### config.mk
export PLATFORM = sky130hd
export DESIGN_NAME = vga_fetch_scheduler
export DESIGN_NICKNAME = d
export VERILOG_FILES = /design/src/rtl/vga_fetch_pkg.sv /design/src/rtl/vga_buf_tracker.sv /design/src/rtl/vga_fetch_scheduler.sv
export SDC_FILE = /design/constraint.sdc
export NUM_CORES = 1
export LEC_CHECK = 0
export BUFFER_PORTS_ARGS = -buffer_cell sky130_fd_sc_hd__clkbuf_2
export CAP_MARGIN = 20
export CORE_UTILIZATION = 35
export DETAILED_ROUTE_END_ITERATION = 8
export HOLD_SLACK_MARGIN = 0.06
export PLACE_DENSITY = 0.65
export SETUP_SLACK_MARGIN = 0.4
export SYNTH_ARGS = -nofsm -noshare
export SYNTH_HDL_FRONTEND = slang
export SYNTH_SLANG_ARGS = --single-unit
### constraint.sdc
create_clock -name M_AXI_ACLK -period 5.4 [get_ports M_AXI_ACLK]
set_input_delay 0.54 -clock M_AXI_ACLK [delete_from_list [all_inputs] [get_ports M_AXI_ACLK]]
set_output_delay 0.54 -clock M_AXI_ACLK [all_outputs]
set_load 0.1 [all_outputs]
### src/rtl/vga_fetch_pkg.sv
// Shared types for the VGA line-fetch scheduler.
// State encoding and ping-pong buffer depth.
package vga_fetch_pkg;

  typedef enum logic [2:0] {
    S_IDLE,
    S_WAIT_VSYNC,
    S_ISSUE,
    S_WAIT_DONE,
    S_HOLD,
    S_DRAIN
  } state_t;

  localparam logic [1:0] BUF_MAX = 2'd2;

endpackage

### src/rtl/vga_buf_tracker.sv
// Ping-pong line buffer occupancy, display buffer select,
// master fill-buffer shadow and sticky underrun flag.
module vga_buf_tracker
  import vga_fetch_pkg::*;
(
  input  logic       clk,
  input  logic       rst_n,
  input  logic       idle,
  input  logic       inc,
  input  logic       dec,
  input  logic       drain,
  input  logic       clr,
  input  logic       frame_start,
  output logic [1:0] level,
  output logic [1:0] level_nxt,
  output logic       active_buf,
  output logic       underrun
);

  logic [1:0] level_q;
  logic       active_q;
  logic       fill_q;
  logic       und_q;
  logic       fill_nxt;
  logic       act_nxt;

  // fill_q mirrors the master's own buffer flag, so drained fetches count
  always_comb begin
    fill_nxt  = fill_q ^ (inc | drain);
    level_nxt = level_q;
    act_nxt   = active_q;
    if (idle) begin
      level_nxt = '0;
    end else if (frame_start) begin
      level_nxt = '0;
      act_nxt   = fill_nxt;
    end else if (dec && level_q != '0) begin
      act_nxt = ~active_q;
      if (!inc)
        level_nxt = level_q - 2'd1;
    end else if (inc && level_q != BUF_MAX) begin
      level_nxt = level_q + 2'd1;
    end
  end

  always_ff @(posedge clk or negedge rst_n) begin
    if (!rst_n) begin
      level_q  <= '0;
      active_q <= 1'b0;
      fill_q   <= 1'b0;
      und_q    <= 1'b0;
    end else begin
      level_q  <= level_nxt;
      active_q <= act_nxt;
      fill_q   <= fill_nxt;
      if (dec && level_q == '0)
        und_q <= 1'b1;
      else if (clr)
        und_q <= 1'b0;
    end
  end

  assign level      = level_q;
  assign active_buf = active_q;
  assign underrun   = und_q;

endmodule

### src/rtl/vga_fetch_scheduler.sv
// Per-line fetch sequencer for the AXI VGA read master:
// request pacing, start address and frame line count.
module vga_fetch_scheduler
  import vga_fetch_pkg::*;
#(
  parameter int ADDR_WIDTH      = 32,
  parameter int FETCH_BYTES     = 3328,
  parameter int LINES_PER_FRAME = 480,
  parameter int LINE_IDX_WIDTH  = 10
) (
  input  logic                      M_AXI_ACLK,
  input  logic                      M_AXI_ARESETN,
  input  logic                      ENABLE,
  input  logic [ADDR_WIDTH-1:0]     FRAME_BASE_ADDR,
  input  logic                      VSYNC_START,
  input  logic                      LINE_DONE,
  input  logic                      FETCH_DONE,
  input  logic                      CLR_UNDERRUN,
  output logic                      FETCH_REQ,
  output logic [ADDR_WIDTH-1:0]     FETCH_ADDR,
  output logic                      ACTIVE_BUF,
  output logic [1:0]                BUF_LEVEL,
  output logic [LINE_IDX_WIDTH-1:0] LINE_IDX,
  output logic                      FRAME_DONE,
  output logic                      UNDERRUN,
  output logic                      BUSY
);

  state_t                    state_q, state_nxt;
  logic [ADDR_WIDTH-1:0]     base_q, addr_q, base_src;
  logic [LINE_IDX_WIDTH-1:0] idx_q;
  logic                      req_q, fd_q, fd_nxt, busy_q;
  logic                      vpend_q, vpend_nxt;
  logic                      inc, drain, fstart, last;
  logic [1:0]                level_nxt;

  assign last = idx_q == LINE_IDX_WIDTH'(LINES_PER_FRAME - 1);

  always_comb begin
    inc      = FETCH_DONE && state_q == S_WAIT_DONE;
    drain    = FETCH_DONE && state_q == S_DRAIN;
    base_src = VSYNC_START ? FRAME_BASE_ADDR : base_q;
    fstart   = 1'b0;
    unique case (state_q)
      S_WAIT_VSYNC,
      S_HOLD:      fstart = ENABLE && VSYNC_START;
      S_WAIT_DONE: fstart = inc && ENABLE && VSYNC_START;
      S_DRAIN:     fstart = drain && ENABLE && (vpend_q || VSYNC_START);
      default:     fstart = 1'b0;
    endcase
  end

  always_comb begin
    state_nxt = state_q;
    fd_nxt    = 1'b0;
    vpend_nxt = vpend_q;
    unique case (state_q)
      S_IDLE:
        if (ENABLE) state_nxt = S_WAIT_VSYNC;
      S_WAIT_VSYNC:
        if (!ENABLE)    state_nxt = S_IDLE;
        else if (fstart) state_nxt = S_ISSUE;
      S_ISSUE:
        state_nxt = S_WAIT_DONE;
      S_WAIT_DONE:
        if (inc) begin
          if (!ENABLE)
            state_nxt = S_IDLE;
          else if (fstart)
            state_nxt = S_ISSUE;
          else if (last) begin
            fd_nxt    = 1'b1;
            state_nxt = S_WAIT_VSYNC;
          end else if (level_nxt < BUF_MAX)
            state_nxt = S_ISSUE;
          else
            state_nxt = S_HOLD;
        end else if (VSYNC_START || !ENABLE) begin
          state_nxt = S_DRAIN;
          vpend_nxt = VSYNC_START;
        end
      S_HOLD:
        if (!ENABLE)
          state_nxt = S_IDLE;
        else if (fstart || level_nxt < BUF_MAX)
          state_nxt = S_ISSUE;
      S_DRAIN:
        if (drain) begin
          vpend_nxt = 1'b0;
          state_nxt = fstart ? S_ISSUE : S_IDLE;
        end else if (VSYNC_START) begin
          vpend_nxt = 1'b1;
        end
      default:
        state_nxt = S_IDLE;
    endcase
  end

  always_ff @(posedge M_AXI_ACLK or negedge M_AXI_ARESETN) begin
    if (!M_AXI_ARESETN) begin
      state_q <= S_IDLE;
      base_q  <= '0;
      addr_q  <= '0;
      idx_q   <= '0;
      req_q   <= 1'b0;
      fd_q    <= 1'b0;
      busy_q  <= 1'b0;
      vpend_q <= 1'b0;
    end else begin
      state_q <= state_nxt;
      vpend_q <= vpend_nxt;
      req_q   <= state_q == S_ISSUE;
      fd_q    <= fd_nxt;
      busy_q  <= state_nxt != S_IDLE;
      // base kept for a frame start deferred until the drain completes
      if (VSYNC_START && state_q != S_IDLE)
        base_q <= FRAME_BASE_ADDR;
      if (fstart) begin
        addr_q <= base_src;
        idx_q  <= '0;
      end else if (inc) begin
        addr_q <= addr_q + ADDR_WIDTH'(FETCH_BYTES);
        idx_q  <= idx_q + LINE_IDX_WIDTH'(1);
      end
    end
  end

  vga_buf_tracker u_trk (
    .clk         (M_AXI_ACLK),
    .rst_n       (M_AXI_ARESETN),
    .idle        (state_q == S_IDLE),
    .inc         (inc),
    .dec         (LINE_DONE),
    .drain       (drain),
    .clr         (CLR_UNDERRUN),
    .frame_start (fstart),
    .level       (BUF_LEVEL),
    .level_nxt   (level_nxt),
    .active_buf  (ACTIVE_BUF),
    .underrun    (UNDERRUN)
  );

  assign FETCH_REQ  = req_q;
  assign FETCH_ADDR = addr_q;
  assign LINE_IDX   = idx_q;
  assign FRAME_DONE = fd_q;
  assign BUSY       = busy_q;

endmodule

Yosys cells after proc, flatten, opt, wreduce, memory -nomap -nowiden
Index checks and enable logic that the tools add are counted.
{"block": "totals", "register_bits": 86, "output_inout_bits": 49, "input_bits": 39, "latch_bits": 0, "word_cells": 97, "mem_bits_rw": 0, "memories": 0, "rom_bits": 0}
{"block": "op_classes", "n_lt_le_gt_ge": 1, "n_shift": 0, "bitwise": 4, "muxes": 39, "mul": 0, "n_eq_ne": 10, "div": 0, "n_reduce_logical": 27, "n_addsub": 4}
{"op": "32-bit two-way mux", "count": 3}
{"op": "3-bit two-way mux", "count": 12}
{"op": "32-bit by 12-bit adder with 32-bit output, second input constant", "count": 1}
{"op": "10-bit two-way mux", "count": 2}
{"op": "3-bit one-hot mux with 6 select lines", "count": 1}
{"op": "1-bit two-way mux", "count": 13}
{"op": "2-bit two-way mux", "count": 6}
{"op": "1-bit logical AND", "count": 11}
{"op": "10-bit by 1-bit adder with 10-bit output, second input constant", "count": 1}
{"op": "10-bit by 9-bit equality test with 1-bit output, second input constant", "count": 1}
{"op": "2-bit nonzero test", "count": 5}
{"op": "3-bit by 2-bit equality test with 1-bit output, second input constant", "count": 2}
{"op": "3-bit equality test, second input constant", "count": 2}
{"op": "3-bit nonzero test", "count": 2}
{"op": "2-bit != test, second input constant", "count": 2}
{"op": "4-bit AND reduction", "count": 1}
{"op": "3-bit by 1-bit equality test with 1-bit output, second input constant", "count": 1}
{"op": "3-bit zero test", "count": 1}
{"op": "1-bit logical OR", "count": 3}
{"op": "3-bit by 2-bit != test with 1-bit output, second input constant", "count": 1}
{"op": "1-bit one-hot mux with 3 select lines", "count": 1}
{"op": "2-bit by 1-bit adder with 2-bit output, second input constant", "count": 1}
{"op": "2-bit zero test", "count": 1}
{"op": "2-bit < comparator, second input constant", "count": 1}
{"op": "other kinds (9)", "count": 10}

Longest topological paths before layout
Gate-level depths: netlist of the first run.
{"block": "depth", "depth_word": 15, "mapped_depth": 8, "mapped_depth_nobuf": 7}

Hierarchy
Synthesis of the first run repeated with hierarchy kept, for this count alone.
{"block": "hier_totals", "hier_cells": 412, "area_unflattened_um2": 4448.0}
{"mod": "vga_fetch_scheduler", "seq_area_each_um2": 2026.9, "area_per_inst_um2": 4137.7, "cells_each": 379, "instances": 1}
{"mod": "vga_buf_tracker", "seq_area_each_um2": 125.1, "area_per_inst_um2": 310.3, "cells_each": 33, "instances": 1}

Least setup slack after synthesis of the first run
No wires, ideal clock.
{"block": "synth_path", "path_kind": "reg-to-reg", "startpoint": "reg idx_q[0], in the netlist LINE_IDX[0]", "endpoint": "reg busy_q, in the netlist BUSY", "arrival_ns": 2.548, "slack_ns": 2.714, "path_stages_with_launch": 6, "setup_time_ns": 0.138, "synth_period_minus_slack_ns": 2.686, "required_ns": 5.262, "n_path_buf": 0, "path_cell_list": "dfrtp_1 > ha_1 > or4b_4 > o211ai_1 > o211ai_1 > or4b_1"}
{"block": "synth_via", "elab_chain_cells": 7}
{"element": "from (decl)", "line_no": "vga_fetch_scheduler.sv:31", "source": "logic [LINE_IDX_WIDTH-1:0] idx_q;"}
{"element": "from (signal assigned)", "line_no": "vga_fetch_scheduler.sv:123", "source": "idx_q <= idx_q + LINE_IDX_WIDTH'(1);"}
{"element": "10-bit by 9-bit equality test with 1-bit output", "line_no": "vga_fetch_scheduler.sv:37", "source": "assign last = idx_q == LINE_IDX_WIDTH'(LINES_PER_FRAME - 1);"}
{"element": "3-bit two-way mux", "line_no": "vga_fetch_scheduler.sv:71", "source": "else if (last) begin"}
{"element": "3-bit two-way mux", "line_no": "vga_fetch_scheduler.sv:69", "source": "else if (fstart)"}
{"element": "3-bit two-way mux", "line_no": "vga_fetch_scheduler.sv:67", "source": "if (!ENABLE)"}
{"element": "3-bit two-way mux", "line_no": "vga_fetch_scheduler.sv:66", "source": "if (inc) begin"}
{"element": "3-bit one-hot mux with 6 select lines", "line_no": "vga_fetch_scheduler.sv:57", "source": "unique case (state_q)"}
{"element": "3-bit nonzero test", "line_no": "vga_fetch_scheduler.sv:114", "source": "busy_q <= state_nxt != S_IDLE;"}
{"element": "to (signal assigned)", "line_no": "vga_fetch_scheduler.sv:107", "source": "busy_q <= 1'b0;"}
{"element": "to (signal assigned)", "line_no": "vga_fetch_scheduler.sv:114"}
{"element": "to (decl)", "line_no": "vga_fetch_scheduler.sv:32", "source": "logic req_q, fd_q, fd_nxt, busy_q;"}
Every way passes these cells.
A chain may end at the register's enable or synchronous reset.

Worst setup path in the final report of the first run
{"block": "layout_path", "startpoint": "reg state_q[0]", "endpoint": "reg addr_q[28], in the netlist FETCH_ADDR[28]"}
{"block": "layout_via", "elab_chain_cells": 6, "elab_cells_between_ends": 14, "classes_between": "eq/ne: 4; mux: 2; reduce/logical: 8"}
{"element": "from (decl)", "line_no": "vga_fetch_scheduler.sv:29", "source": "state_t state_q, state_nxt;"}
{"element": "from (signal assigned)", "line_no": "vga_fetch_scheduler.sv:110", "source": "state_q <= state_nxt;"}
{"element": "3-bit equality test / 3-bit by 2-bit equality test with 1-bit output (equally long branches)", "line_no": "vga_fetch_scheduler.sv:41, vga_fetch_scheduler.sv:44, vga_fetch_scheduler.sv:40"}
{"element": "1-bit logical AND, on equally long branches", "line_no": "vga_fetch_scheduler.sv:41, vga_fetch_scheduler.sv:40"}
{"element": "1-bit logical AND, on equally long branches (2 in series)", "line_no": "vga_fetch_scheduler.sv:48, vga_fetch_scheduler.sv:47"}
{"element": "1-bit one-hot mux with 3 select lines", "line_no": "vga_fetch_scheduler.sv:44", "source": "unique case (state_q)"}
{"element": "32-bit two-way mux / 2-bit nonzero test (equally long branches)"}
{"element": "to (signal assigned)", "line_no": "vga_fetch_scheduler.sv:119", "source": "addr_q <= base_src;"}
{"element": "to (signal assigned)", "line_no": "vga_fetch_scheduler.sv:122", "source": "addr_q <= addr_q + ADDR_WIDTH'(FETCH_BYTES);"}
{"element": "to (decl)", "line_no": "vga_fetch_scheduler.sv:30", "source": "logic [ADDR_WIDTH-1:0] base_q, addr_q, base_src;"}
Parallel ways exist; a longest one is shown, timed or not.

==> out/summary.txt, run 1 <==
run status: complete, no violations
part of the cycle the worst path needs: 50.4%
Clock Tree Buf Depth: 2
max cap viols: 0
number of enable-type register cells in the synthesized netlist: 0
launch point of the worst reg-to-reg path: state_q[0]
arrival time of data at the critical path endpoint: 2.93 ns
first-pass GRT wire length: 16.9 mm
wire length reported by the detailed router: 10.3 mm
Antenna Nets Post-Route: 0
setup TNS: 0 ns
dominant cell type by area after synthesis: sky130_fd_sc_hd__dfrtp_1
r2r worst-path depth: 5
number of H-tree levels: 3
initial core utilization: 35.9%
kind of end point of the critical path: flop
ant diodes: 0
net count after synthesis: 465
slew of the pin with the lowest slew margin: 0.724 ns
number of vias after detailed routing: 3388
worst setup path category: reg -> reg
WL/cell: 15.2 microns
setup slack of the most critical reg-to-reg path: 2.68 ns
wire length on met1: 4.55 mm
setup repair after global routing missed its margin: no
register bit count reported by yosys: 86
Critical path buffers and inverters: 0
cts bufs inserted: 9
fin. max-slew vios: 0
top-level I/O count: 88
library cell with the highest instance count after synthesis: sky130_fd_sc_hd__dfrtp_1
CORE AREA: 12600 sq um
final routed DRC violation total: 0
Min-Delay Path Class: in -> async
share of the synthesized area in the top cell type: 47.5%
maximum number of pins on one net before global-route repair: 60
grt total ovfl: 0
chip height: 116 microns
row count: 41
DRT iter0 DRCs: 175
global router's overall resource usage: 16.5%
TritonCTS clock tree: built
top routing layer used: met4
number of gates resized after CTS: 0
maximum clock frequency: 368 MHz
minimum clock period after layout: 2.72 ns
antenna violations before repair: 0
proportion of synthesized flip-flops having asynchronous set or reset: 100%
area of the die: 13400 sq um
share of cells above drive strength 1: 29.2%
Crit Path Max Fanout: 18
count of port buffers added during placement: 87
Post-Place Cells: 662
dominant cells by area after synthesis: sky130_fd_sc_hd__dfrtp_1 (47%), sky130_fd_sc_hd__mux2i_1 (11%), sky130_fd_sc_hd__mux2_2 (8.2%), sky130_fd_sc_hd__xnor2_1 (5.2%), sky130_fd_sc_hd__a21oi_1 (3.0%)
sequence of cells on the critical path: and4b_1, nand4_2, nor4_1, xnor2_1, mux2i_1
number of library cell types mapped by synthesis: 50
overall die width: 116 microns
most common library cells after synthesis: sky130_fd_sc_hd__dfrtp_1 (86), sky130_fd_sc_hd__mux2i_1 (48), sky130_fd_sc_hd__mux2_2 (33)
Clock Sink Count: 86
sequential fraction of the synthesis area: 47.5%
Setup WS pre-CTS: 2.56 ns
number of search-and-repair iterations in the first detailed-routing pass: 4
detailed placement HPWL: 7.09 mm
Clk Latency, worst-skew pair: 0.35 ns
clock slew at the register clock pins of the worst setup and hold paths: 0.07 ns
number of buffers inserted by hold repair at cts: 0
required time of the critical path: 5.61 ns
Via-to-Cell Ratio: 5.00
Critical-path top delay cell: sky130_fd_sc_hd__and4b_1
Slew Limit Headroom: 51.7%
number of standard cells in the final layout excluding fillers: 678
number of buffers inserted by post-CTS setup repair: 0
final critical-path setup slack: 2.68 ns
Met2 Routed Length: 5.09 mm
routed length on met3: 522 microns
final-report hold violation count: 0
largest stage delay on the critical path: 0.74 ns
mapped cell area: 4530 sq um
Fin Clk Skew: 0.00873 ns
syn_area_per_cell: 10.7 sq um
Setup-failing EPs final: 0
startpoint types: flop
via count of the first global-routing pass: 3434
Mapped Cells: 422
CTS root buffer: sky130_fd_sc_hd__clkbuf_16
relative area change from synthesis to final layout: 19.6%
Critical R2R Capture: FETCH_ADDR[28]
final layout net count: 544
Syn. warnings: 0
cell family with the largest share of critical-path delay: simple AND/OR/NAND/NOR gates
final weighted congestion of routability-driven global placement: 0.828
most used flip-flop cell after synthesis: sky130_fd_sc_hd__dfrtp_1
worst max-delay path by stage:
stage	startpoint	endpoint	slack, ns	cells after the start
after floorplan	LINE_IDX[0]	BUSY	2.71	5
after global placement	FETCH_DONE	FETCH_ADDR[30]	2.67	6
after detailed placement	FETCH_DONE	FETCH_ADDR[28]	2.56	6
after CTS	state_q[0]	FETCH_ADDR[28]	2.66	5
after global routing	state_q[0]	FETCH_ADDR[24]	2.41	5
final	state_q[0]	FETCH_ADDR[28]	2.68	5
logic make-up (layout without fill, tap and decap cells):
family,after synthesis,count (layout),share of synthesized area (%)
and+or+nand+nor,114,114,13.4
xor gates and xnor gates,32,32,6.18
adders and majority gates,4,4,1.10
DFF,86,86,47.5
muxes,81,81,18.8
AOI/OAI and AO/OA,65,65,9.19
buffers and inverters,40,124,3.81
placed cells by master, fill, tap and decap left out, drive strengths merged, types with 3 or more instances in the layout:
cell    instances
and3            5
nand4           7
nor4            3
buf             6
nor3           15
nand2b          5
nor2b           3
a21oi          28
ha              4
o31ai           4
nand2          19
and2            5
a21boi          4
mux2i          48
xor2            5
o211ai          4
or3             3
nand3          11
xnor2          27
dfrtp          86
inv            17
o21ai          10
clkbuf         98
mux2           33
nor2           28
registers in the layout, indices dropped and copies added (netlist names):
name              cells
BUSY                  1
FETCH_ADDR           32
FETCH_REQ             1
FRAME_DONE            1
LINE_IDX             10
base_q               32
state_q               3
u_trk.active_buf      1
u_trk.fill_q          1
u_trk.level           2
u_trk.underrun        1
vpend_q               1
layer usage:
| metal | GRT usage [%] | up-vias |
|---|---|---|
| met5 | 0 | - |
| met4 | 4.79 | 0 |
| met3 | 4.92 | 9 |
| met2 | 28.2 | 75 |
| met1 | 20.0 | 1651 |
| li1 | - | 1653 |
stage by stage:
step                hold WS, ns  utilization (%)  instance area [sq um]
finish                    0.179             43.0                   5420
global placement          0.468             40.5                   5110
detailed placement        0.470             40.5                   5110
CTS                       0.197             43.0                   5420
global route              0.229             43.0                   5420
floorplan                 0.244                -                   4530
area by class of cell:
type	count	area [sq um]
Multi-Input combinational cell	296	2210
Sequential cell	86	2150
Fill cell	1257	7200
Inverter	16	60.1
Timing Repair Buffer	92	475
Clock buffer	12	256
Tap cell	172	215
Clock inverter	4	53.8
Power of run 1 is not shown: default switching activity piles up to over one toggle a cycle in this logic, so the estimate is an artifact.
==> run 2, diff against run 1 <==
ABC_AREA = 1   (was not set)
clock period = 2.8 ns   (was 5.4 ns; I/O delays follow)
==> out/summary.txt, run 2 <==
run status: complete, no violations (unchanged)
Antenna Nets Post-Route: 0 (unchanged)
TritonCTS clock tree: built (unchanged)
final routed DRC violation total: 0 (unchanged)
Fin Clk Skew: 0.00485 ns (was 0.00873 ns)
WL/cell: 14.5 microns (was 15.2 microns)
maximum number of pins on one net before global-route repair: 56 (was 60)
via count of the first global-routing pass: 4005 (was 3434)
Syn. warnings: 0 (unchanged)
share of the synthesized area in the top cell type: 46.1% (was 47.5%)
relative area change from synthesis to final layout: 20.4% (was 19.6%)
mapped cell area: 4670 sq um (was 4530 sq um)
detailed placement HPWL: 8.83 mm (was 7.09 mm)
max cap viols: 0 (unchanged)
net count after synthesis: 614 (was 465)
CORE AREA: 12800 sq um (was 12600 sq um)
Mapped Cells: 571 (was 422)
most common library cells after synthesis: sky130_fd_sc_hd__nand2_1 (142), sky130_fd_sc_hd__dfrtp_1 (86), sky130_fd_sc_hd__nor2_1 (62) (was sky130_fd_sc_hd__dfrtp_1 (86), sky130_fd_sc_hd__mux2i_1 (48), sky130_fd_sc_hd__mux2_2 (33))
final-report hold violation count: 0 (unchanged)
Min-Delay Path Class: in -> reg (was in -> async)
proportion of synthesized flip-flops having asynchronous set or reset: 100% (unchanged)
share of cells above drive strength 1: 24.1% (was 29.2%)
antenna violations before repair: 0 (unchanged)
slew of the pin with the lowest slew margin: 0.728 ns (was 0.724 ns)
total leakage power: 2.75 nW
required time of the critical path: 3.02 ns (was 5.61 ns)
minimum clock period after layout: 2.13 ns (was 2.72 ns)
startpoint types: flop (unchanged)
syn_area_per_cell: 8.18 sq um (was 10.7 sq um)
Crit Path Max Fanout: 38 (was 18)
clock slew at the register clock pins of the worst setup and hold paths: 0.06 ns (was 0.07 ns)
global routing usage on met1: 24.6% (was 20.0%)
Power Dens Cells: 1370 nW/um^2
first-pass GRT wire length: 20.1 mm (was 16.9 mm)
number of search-and-repair iterations in the first detailed-routing pass: 5 (was 4)
Slew Limit Headroom: 51.5% (was 51.7%)
count of port buffers added during placement: 87 (unchanged)
chip height: 118 microns (was 116 microns)
row count: 41 (unchanged)
dominant cell type by area after synthesis: sky130_fd_sc_hd__dfrtp_1 (unchanged)
met2 track demand over resource in global routing: 28.6% (was 28.2%)
ant diodes: 0 (unchanged)
Reg power frac: 30.2%
most frequent cells in the layout: sky130_fd_sc_hd__nand2_1 (142), sky130_fd_sc_hd__clkbuf_2 (86), sky130_fd_sc_hd__dfrtp_1 (84), sky130_fd_sc_hd__nor2_1 (62), sky130_fd_sc_hd__inv_1 (50) (was sky130_fd_sc_hd__dfrtp_1 (86), sky130_fd_sc_hd__clkbuf_2 (86), sky130_fd_sc_hd__mux2i_1 (48), sky130_fd_sc_hd__mux2_2 (33), sky130_fd_sc_hd__nor2_1 (28))
CTS root buffer: sky130_fd_sc_hd__clkbuf_16 (unchanged)
fin. max-slew vios: 0 (unchanged)
Switching Share: 54.7%
dominant cells by area after synthesis: sky130_fd_sc_hd__dfrtp_1 (46%), sky130_fd_sc_hd__nand2_1 (11%), sky130_fd_sc_hd__nor2_1 (5.0%), sky130_fd_sc_hd__mux2_2 (4.8%), sky130_fd_sc_hd__o21ai_0 (4.3%) (was sky130_fd_sc_hd__dfrtp_1 (47%), sky130_fd_sc_hd__mux2i_1 (11%), sky130_fd_sc_hd__mux2_2 (8.2%), sky130_fd_sc_hd__xnor2_1 (5.2%), sky130_fd_sc_hd__a21oi_1 (3.0%))
final weighted congestion of routability-driven global placement: 0.930 (was 0.828)
part of the cycle the worst path needs: 76.0% (was 50.4%)
setup slack of the most critical reg-to-reg path: 0.67 ns (was 2.68 ns)
Clock Sink Count: 86 (unchanged)
initial core utilization: 36.4% (was 35.9%)
setup TNS: 0 ns (unchanged)
cts bufs inserted: 9 (unchanged)
combinational fraction of design power: 53.1%
register bit count reported by yosys: 86 (unchanged)
number of vias after detailed routing: 4124 (was 3388)
switching power: 4.20 mW
area of the die: 13800 sq um (was 13400 sq um)
worst setup path category: reg -> reg (unchanged)
most heavily used metal layer in global routing: met2 (unchanged)
most common cell after layout, fill and taps aside: sky130_fd_sc_hd__nand2_1
number of filler instances in the final layout: 1298 (was 1257)
number of enable-type register cells in the synthesized netlist: 0 (unchanged)
wire length reported by the detailed router: 12.0 mm (was 10.3 mm)
global router's overall resource usage: 18.4% (was 16.5%)
library cell with the highest instance count after synthesis: sky130_fd_sc_hd__nand2_1 (was sky130_fd_sc_hd__dfrtp_1)
highest ir drop seen on vdd: 0.000566 V
worst hold slack: 0.121 ns (was 0.179 ns)
met3 Resource Use GR: 3.63% (was 4.92%)
Clock Tree Buf Depth: 2 (unchanged)
maximum clock frequency: 470 MHz (was 368 MHz)
Setup-failing EPs final: 0 (unchanged)
grt total ovfl: 0 (unchanged)
Clk Latency, worst-skew pair: 0.34 ns (was 0.35 ns)
number of H-tree levels: 3 (unchanged)
Power Internal: 3.48 mW
arrival time of data at the critical path endpoint: 2.35 ns (was 2.93 ns)
top-level I/O count: 88 (unchanged)
setup repair after global routing missed its margin: no (unchanged)
kind of end point of the critical path: flop (unchanged)
most used flip-flop cell after synthesis: sky130_fd_sc_hd__dfrtp_1 (unchanged)
final layout net count: 698 (was 544)
overall die width: 118 microns (was 116 microns)
number of library cell types mapped by synthesis: 45 (was 50)
sequential fraction of the synthesis area: 46.1% (was 47.5%)
Via-to-Cell Ratio: 4.96 (was 5.00)
DRT iter0 DRCs: 297 (was 175)
clock share of power: 16.8%
[run 2: power by group through the flow]
stage,registers [mW],clock network (mW),logic (mW)
floorplan,4.25,0,1.36
global placement,2.32,0,4.03
detailed placement,2.33,0,4.08
CTS,2.31,1.31,4.09
global route,2.40,1.36,4.36
finish,2.32,1.29,4.08
[run 2: cell type report]
cell class	count	area, sq um	area share, %
inverters	55	211	3.76
clock buffers	9	225	4.01
clock inverters	7	97.6	1.74
flip-flops and latches	86	2150	38.3
repair buffers	94	518	9.21
well taps	172	215	3.83
multi-input cells	409	2200	39.1
[run 2: layer usage]
metal,wire (microns),up-vias
li1,-,2047
met2,5330,110
met1,5750,1945
met4,298,0
met5,0,-
met3,652,22
[run 2: worst max-delay path, cell delays in order, from the launching register on]
cell,delay (ns)
sky130_fd_sc_hd__dfrtp_1,0.44
sky130_fd_sc_hd__inv_2,0.12
sky130_fd_sc_hd__nand3_1,0.13
sky130_fd_sc_hd__nor2_1,0.17
sky130_fd_sc_hd__a21oi_1,0.13
sky130_fd_sc_hd__nor2_4,0.23
sky130_fd_sc_hd__buf_4,0.43
sky130_fd_sc_hd__nand3_1,0.19
sky130_fd_sc_hd__o2bb2ai_1,0.17
[run 2: path summary, 6_finish.rpt]
check / from / end / depth (start not counted)
min in group asynchronous: M_AXI_ARESETN / u_trk.level[1] / 2
worst min register to register: u_trk.fill_q / u_trk.fill_q / 1
max in group asynchronous: M_AXI_ARESETN / base_q[27] / 3
worst max-delay path: state_q[1] / FETCH_ADDR[10] / 8
worst min-delay path: CLR_UNDERRUN / u_trk.underrun / 2
worst max register to register: state_q[1] / FETCH_ADDR[10] / 8
[run 2: cell families after synthesis]
family / after synthesis / share of synthesized area (%)
simple gates: 268 / 24.7
buf+inv: 76 / 7.02
mux: 20 / 4.82
flops: 86 / 46.1
xor+xnor: 17 / 3.19
compound gates: 100 / 13.1
fa+ha+maj: 4 / 1.07
[run 2: metrics by stage]
stage          util (%)  total power [mW]  instance area (sq um)  std cells  worst slack [ns]
3_3_place_gp       41.2              6.35                   5290        815             0.774
6_report           43.8              7.68                   5620        832             0.672
2_1_floorplan         -              5.61                   4670        571             0.475
4_1_cts            43.8              7.71                   5620        832             0.677
3_5_place_dp       41.2              6.41                   5290        815             0.689
5_1_grt            43.8              8.13                   5620        832             0.406
[run 2: what timing repair did]
item / in CTS / in global routing
gates resized for setup: 0 / 1
setup endpoints to repair: 0 / 5
hold buffers: 1 / 0
endpoints found under the hold margin: 54 / 0
buffers inserted: 0 / 0
Note: power is estimated with default switching activity, not from simulation.
==> run 3, diff against run 2 <==
clock period = 2 ns   (was 2.8 ns; I/O delays follow)
==> out/summary.txt, run 3 (synthesis gave the netlist of run 2 again) <==
worst setup path category: reg -> reg (unchanged)
Power Dens Cells: 1770 nW/um^2 (was 1370 nW/um^2)
Crit Path Max Fanout: 6 (was 38)
most common cell after layout, fill and taps aside: sky130_fd_sc_hd__nand2_1 (unchanged)
CORE AREA: 12800 sq um (unchanged)
detailed placement HPWL: 9.00 mm (was 8.83 mm)
number of standard cells in the final layout excluding fillers: 878 (was 832)
final-report hold violation count: 0 (unchanged)
cts bufs inserted: 9 (unchanged)
initial core utilization: 36.4% (unchanged)
Slew Limit Headroom: 63.4% (was 51.5%)
fin. max-slew vios: 0 (unchanged)
number of filler instances in the final layout: 1169 (was 1298)
area of combinational cells with multiple inputs: 2610 sq um (was 2200 sq um)
global router's overall resource usage: 19.2% (was 18.4%)
Min-Delay Path Class: in -> reg (unchanged)
setup TNS: 0 ns (unchanged)
maximum clock frequency: 564 MHz (was 470 MHz)
antenna violations before repair: 0 (unchanged)
required time of the critical path: 2.21 ns (was 3.02 ns)
Clock Tree Buf Depth: 2 (unchanged)
CTS root buffer: sky130_fd_sc_hd__clkbuf_16 (unchanged)
TritonCTS clock tree: built (unchanged)
Post-Place Cells: 822 (was 815)
WL/cell: 15.7 microns (was 14.5 microns)
relative area change from synthesis to final layout: 41.8% (was 20.4%)
clock slew at the register clock pins of the worst setup and hold paths: 0.06 ns (about the same)
final routed DRC violation total: 0 (unchanged)
row count: 41 (unchanged)
number of search-and-repair iterations in the first detailed-routing pass: 5 (unchanged)
part of the cycle the worst path needs: 88.7% (was 76.0%)
wire length reported by the detailed router: 13.8 mm (was 12.0 mm)
Fin Clk Skew: 0.00579 ns (was 0.00485 ns)
number of vias after detailed routing: 4477 (was 4124)
highest ir drop seen on vdd: 0.000906 V (was 0.000566 V)
most frequent cells in the layout: sky130_fd_sc_hd__nand2_1 (118), sky130_fd_sc_hd__clkbuf_2 (85), sky130_fd_sc_hd__nor2_1 (54), sky130_fd_sc_hd__dfrtp_1 (48), sky130_fd_sc_hd__inv_1 (42) (was sky130_fd_sc_hd__nand2_1 (142), sky130_fd_sc_hd__clkbuf_2 (86), sky130_fd_sc_hd__dfrtp_1 (84), sky130_fd_sc_hd__nor2_1 (62), sky130_fd_sc_hd__inv_1 (50))
grt total ovfl: 0 (unchanged)
maximum number of pins on one net before global-route repair: 51 (was 56)
top-level I/O count: 88 (unchanged)
share of cells above drive strength 1: 43.8% (was 24.1%)
Setup-failing EPs final: 0 (unchanged)
arrival time of data at the critical path endpoint: 1.99 ns (was 2.35 ns)
Clk Latency, worst-skew pair: 0.34 ns (about the same)
max cap viols: 0 (unchanged)
chip height: 118 microns (unchanged)
count of port buffers added during placement: 87 (unchanged)
sequence of cells on the critical path: buf_6, nor2_4, o21ai_4, nand2_2, nand2_2, nor2_4, buf_6, buf_12, o211ai_1, nand3_1, o21ai_1 (was inv_2, nand3_1, nor2_1, a21oi_1, nor2_4, buf_4, nand3_1, o2bb2ai_1)
minimum clock period after layout: 1.77 ns (was 2.13 ns)
kind of end point of the critical path: flop (unchanged)
final layout net count: 744 (was 698)
Antenna Nets Post-Route: 0 (unchanged)
total leakage power: 3.04 nW (was 2.75 nW)
ant diodes: 0 (unchanged)
Clock Sink Count: 86 (unchanged)
via count of the first global-routing pass: 4250 (was 4005)
area of the die: 13800 sq um (unchanged)
slew of the pin with the lowest slew margin: 0.551 ns (was 0.728 ns)
number of H-tree levels: 3 (unchanged)
Critical-path top delay cell: sky130_fd_sc_hd__dfrtp_2 (was sky130_fd_sc_hd__dfrtp_1)
overall die width: 118 microns (unchanged)
final weighted congestion of routability-driven global placement: 0.826 (was 0.930)
setup repair after global routing missed its margin: yes (was no)
area occupied by registers: 2250 sq um (was 2150 sq um)
DRT iter0 DRCs: 336 (was 297)
largest stage delay on the critical path: 0.47 ns (was 0.44 ns)
startpoint types: flop (unchanged)
first-pass GRT wire length: 21.3 mm (was 20.1 mm)
Via-to-Cell Ratio: 5.10 (was 4.96)
run status: complete, no violations (unchanged)
==> run 3: path summary, 6_finish.rpt <==
check / cells past startpoint / end / start / slack, ns
max: 11 / FETCH_ADDR[18] / state_q[1] / 0.23
min: 3 / u_trk.underrun / LINE_DONE / 0.11
max reg2reg: 11 / FETCH_ADDR[18] / state_q[1] / 0.23
min reg2reg: 1 / u_trk.fill_q / u_trk.fill_q / 0.46
max in group asynchronous: 3 / FETCH_ADDR[26] / M_AXI_ARESETN / 0.95
min in group asynchronous: 2 / FETCH_ADDR[0] / M_AXI_ARESETN / 0.38
==> run 3: report_power, final <==
| part | switching [mW] | leakage [nW] | internal (mW) |
|---|---|---|---|
| sequential | 0.760 | 0.994 | 2.66 |
| combinational | 4.91 | 1.91 | 1.81 |
| clock | 0.699 | 0.139 | 0.915 |
==> run 3: through the flow <==
step | power, mW | setup WS (ns) | area (sq um) | hold slack [ns] | utilization, %
after floorplan | 8.10 | 0.166 | 4860 | -0.0956 | -
after global placement | 9.14 | 0.189 | 5540 | 0.195 | 43.2
after detailed placement | 9.26 | 0.105 | 5540 | 0.208 | 43.2
after CTS | 11.3 | 0.316 | 6290 | 0.108 | 49.1
after global routing | 12.4 | 0.126 | 6620 | 0.114 | 51.6
final | 11.7 | 0.226 | 6620 | 0.108 | 51.6
==> run 3: layout make-up <==
| type | instances | area share [%] |
|---|---|---|
| clock buffers | 12 | 3.87 |
| inverters | 55 | 3.46 |
| flip-flops and latches | 86 | 34.0 |
| multi-input cells | 409 | 39.4 |
| well taps | 172 | 3.25 |
| clock inverters | 4 | 0.453 |
| repair buffers | 140 | 15.5 |
==> run 3: critical path: cells and delay by family (launching register included) <==
family                 cells  cell delay, ns
buffers and inverters      3            0.44
AOI/OAI and AO/OA          3            0.25
and+or+nand+nor            5            0.50
DFF                        1            0.47
==> run 3: repair_timing <==
action                     in CTS  in global routing
pin swaps                      30                 18
gates cloned                    1                  3
setup buffers                  28                  6
hold endpoints to repair       37                  0
setup endpoints to repair      45                 68
hold buffers                    2                  0
gates resized for setup        57                 52
==> run 3: metal layers <==
metal | global-route usage (%) | routed length, microns | part of all wire, % | vias to the layer above
met5 | 0 | 0 | 0 | -
met4 | 6.17 | 220 | 1.6 | 0
met3 | 4.12 | 814 | 5.9 | 19
met2 | 31.1 | 6630 | 48 | 142
met1 | 25.7 | 6120 | 44 | 2171
li1 | - | - | - | 2145
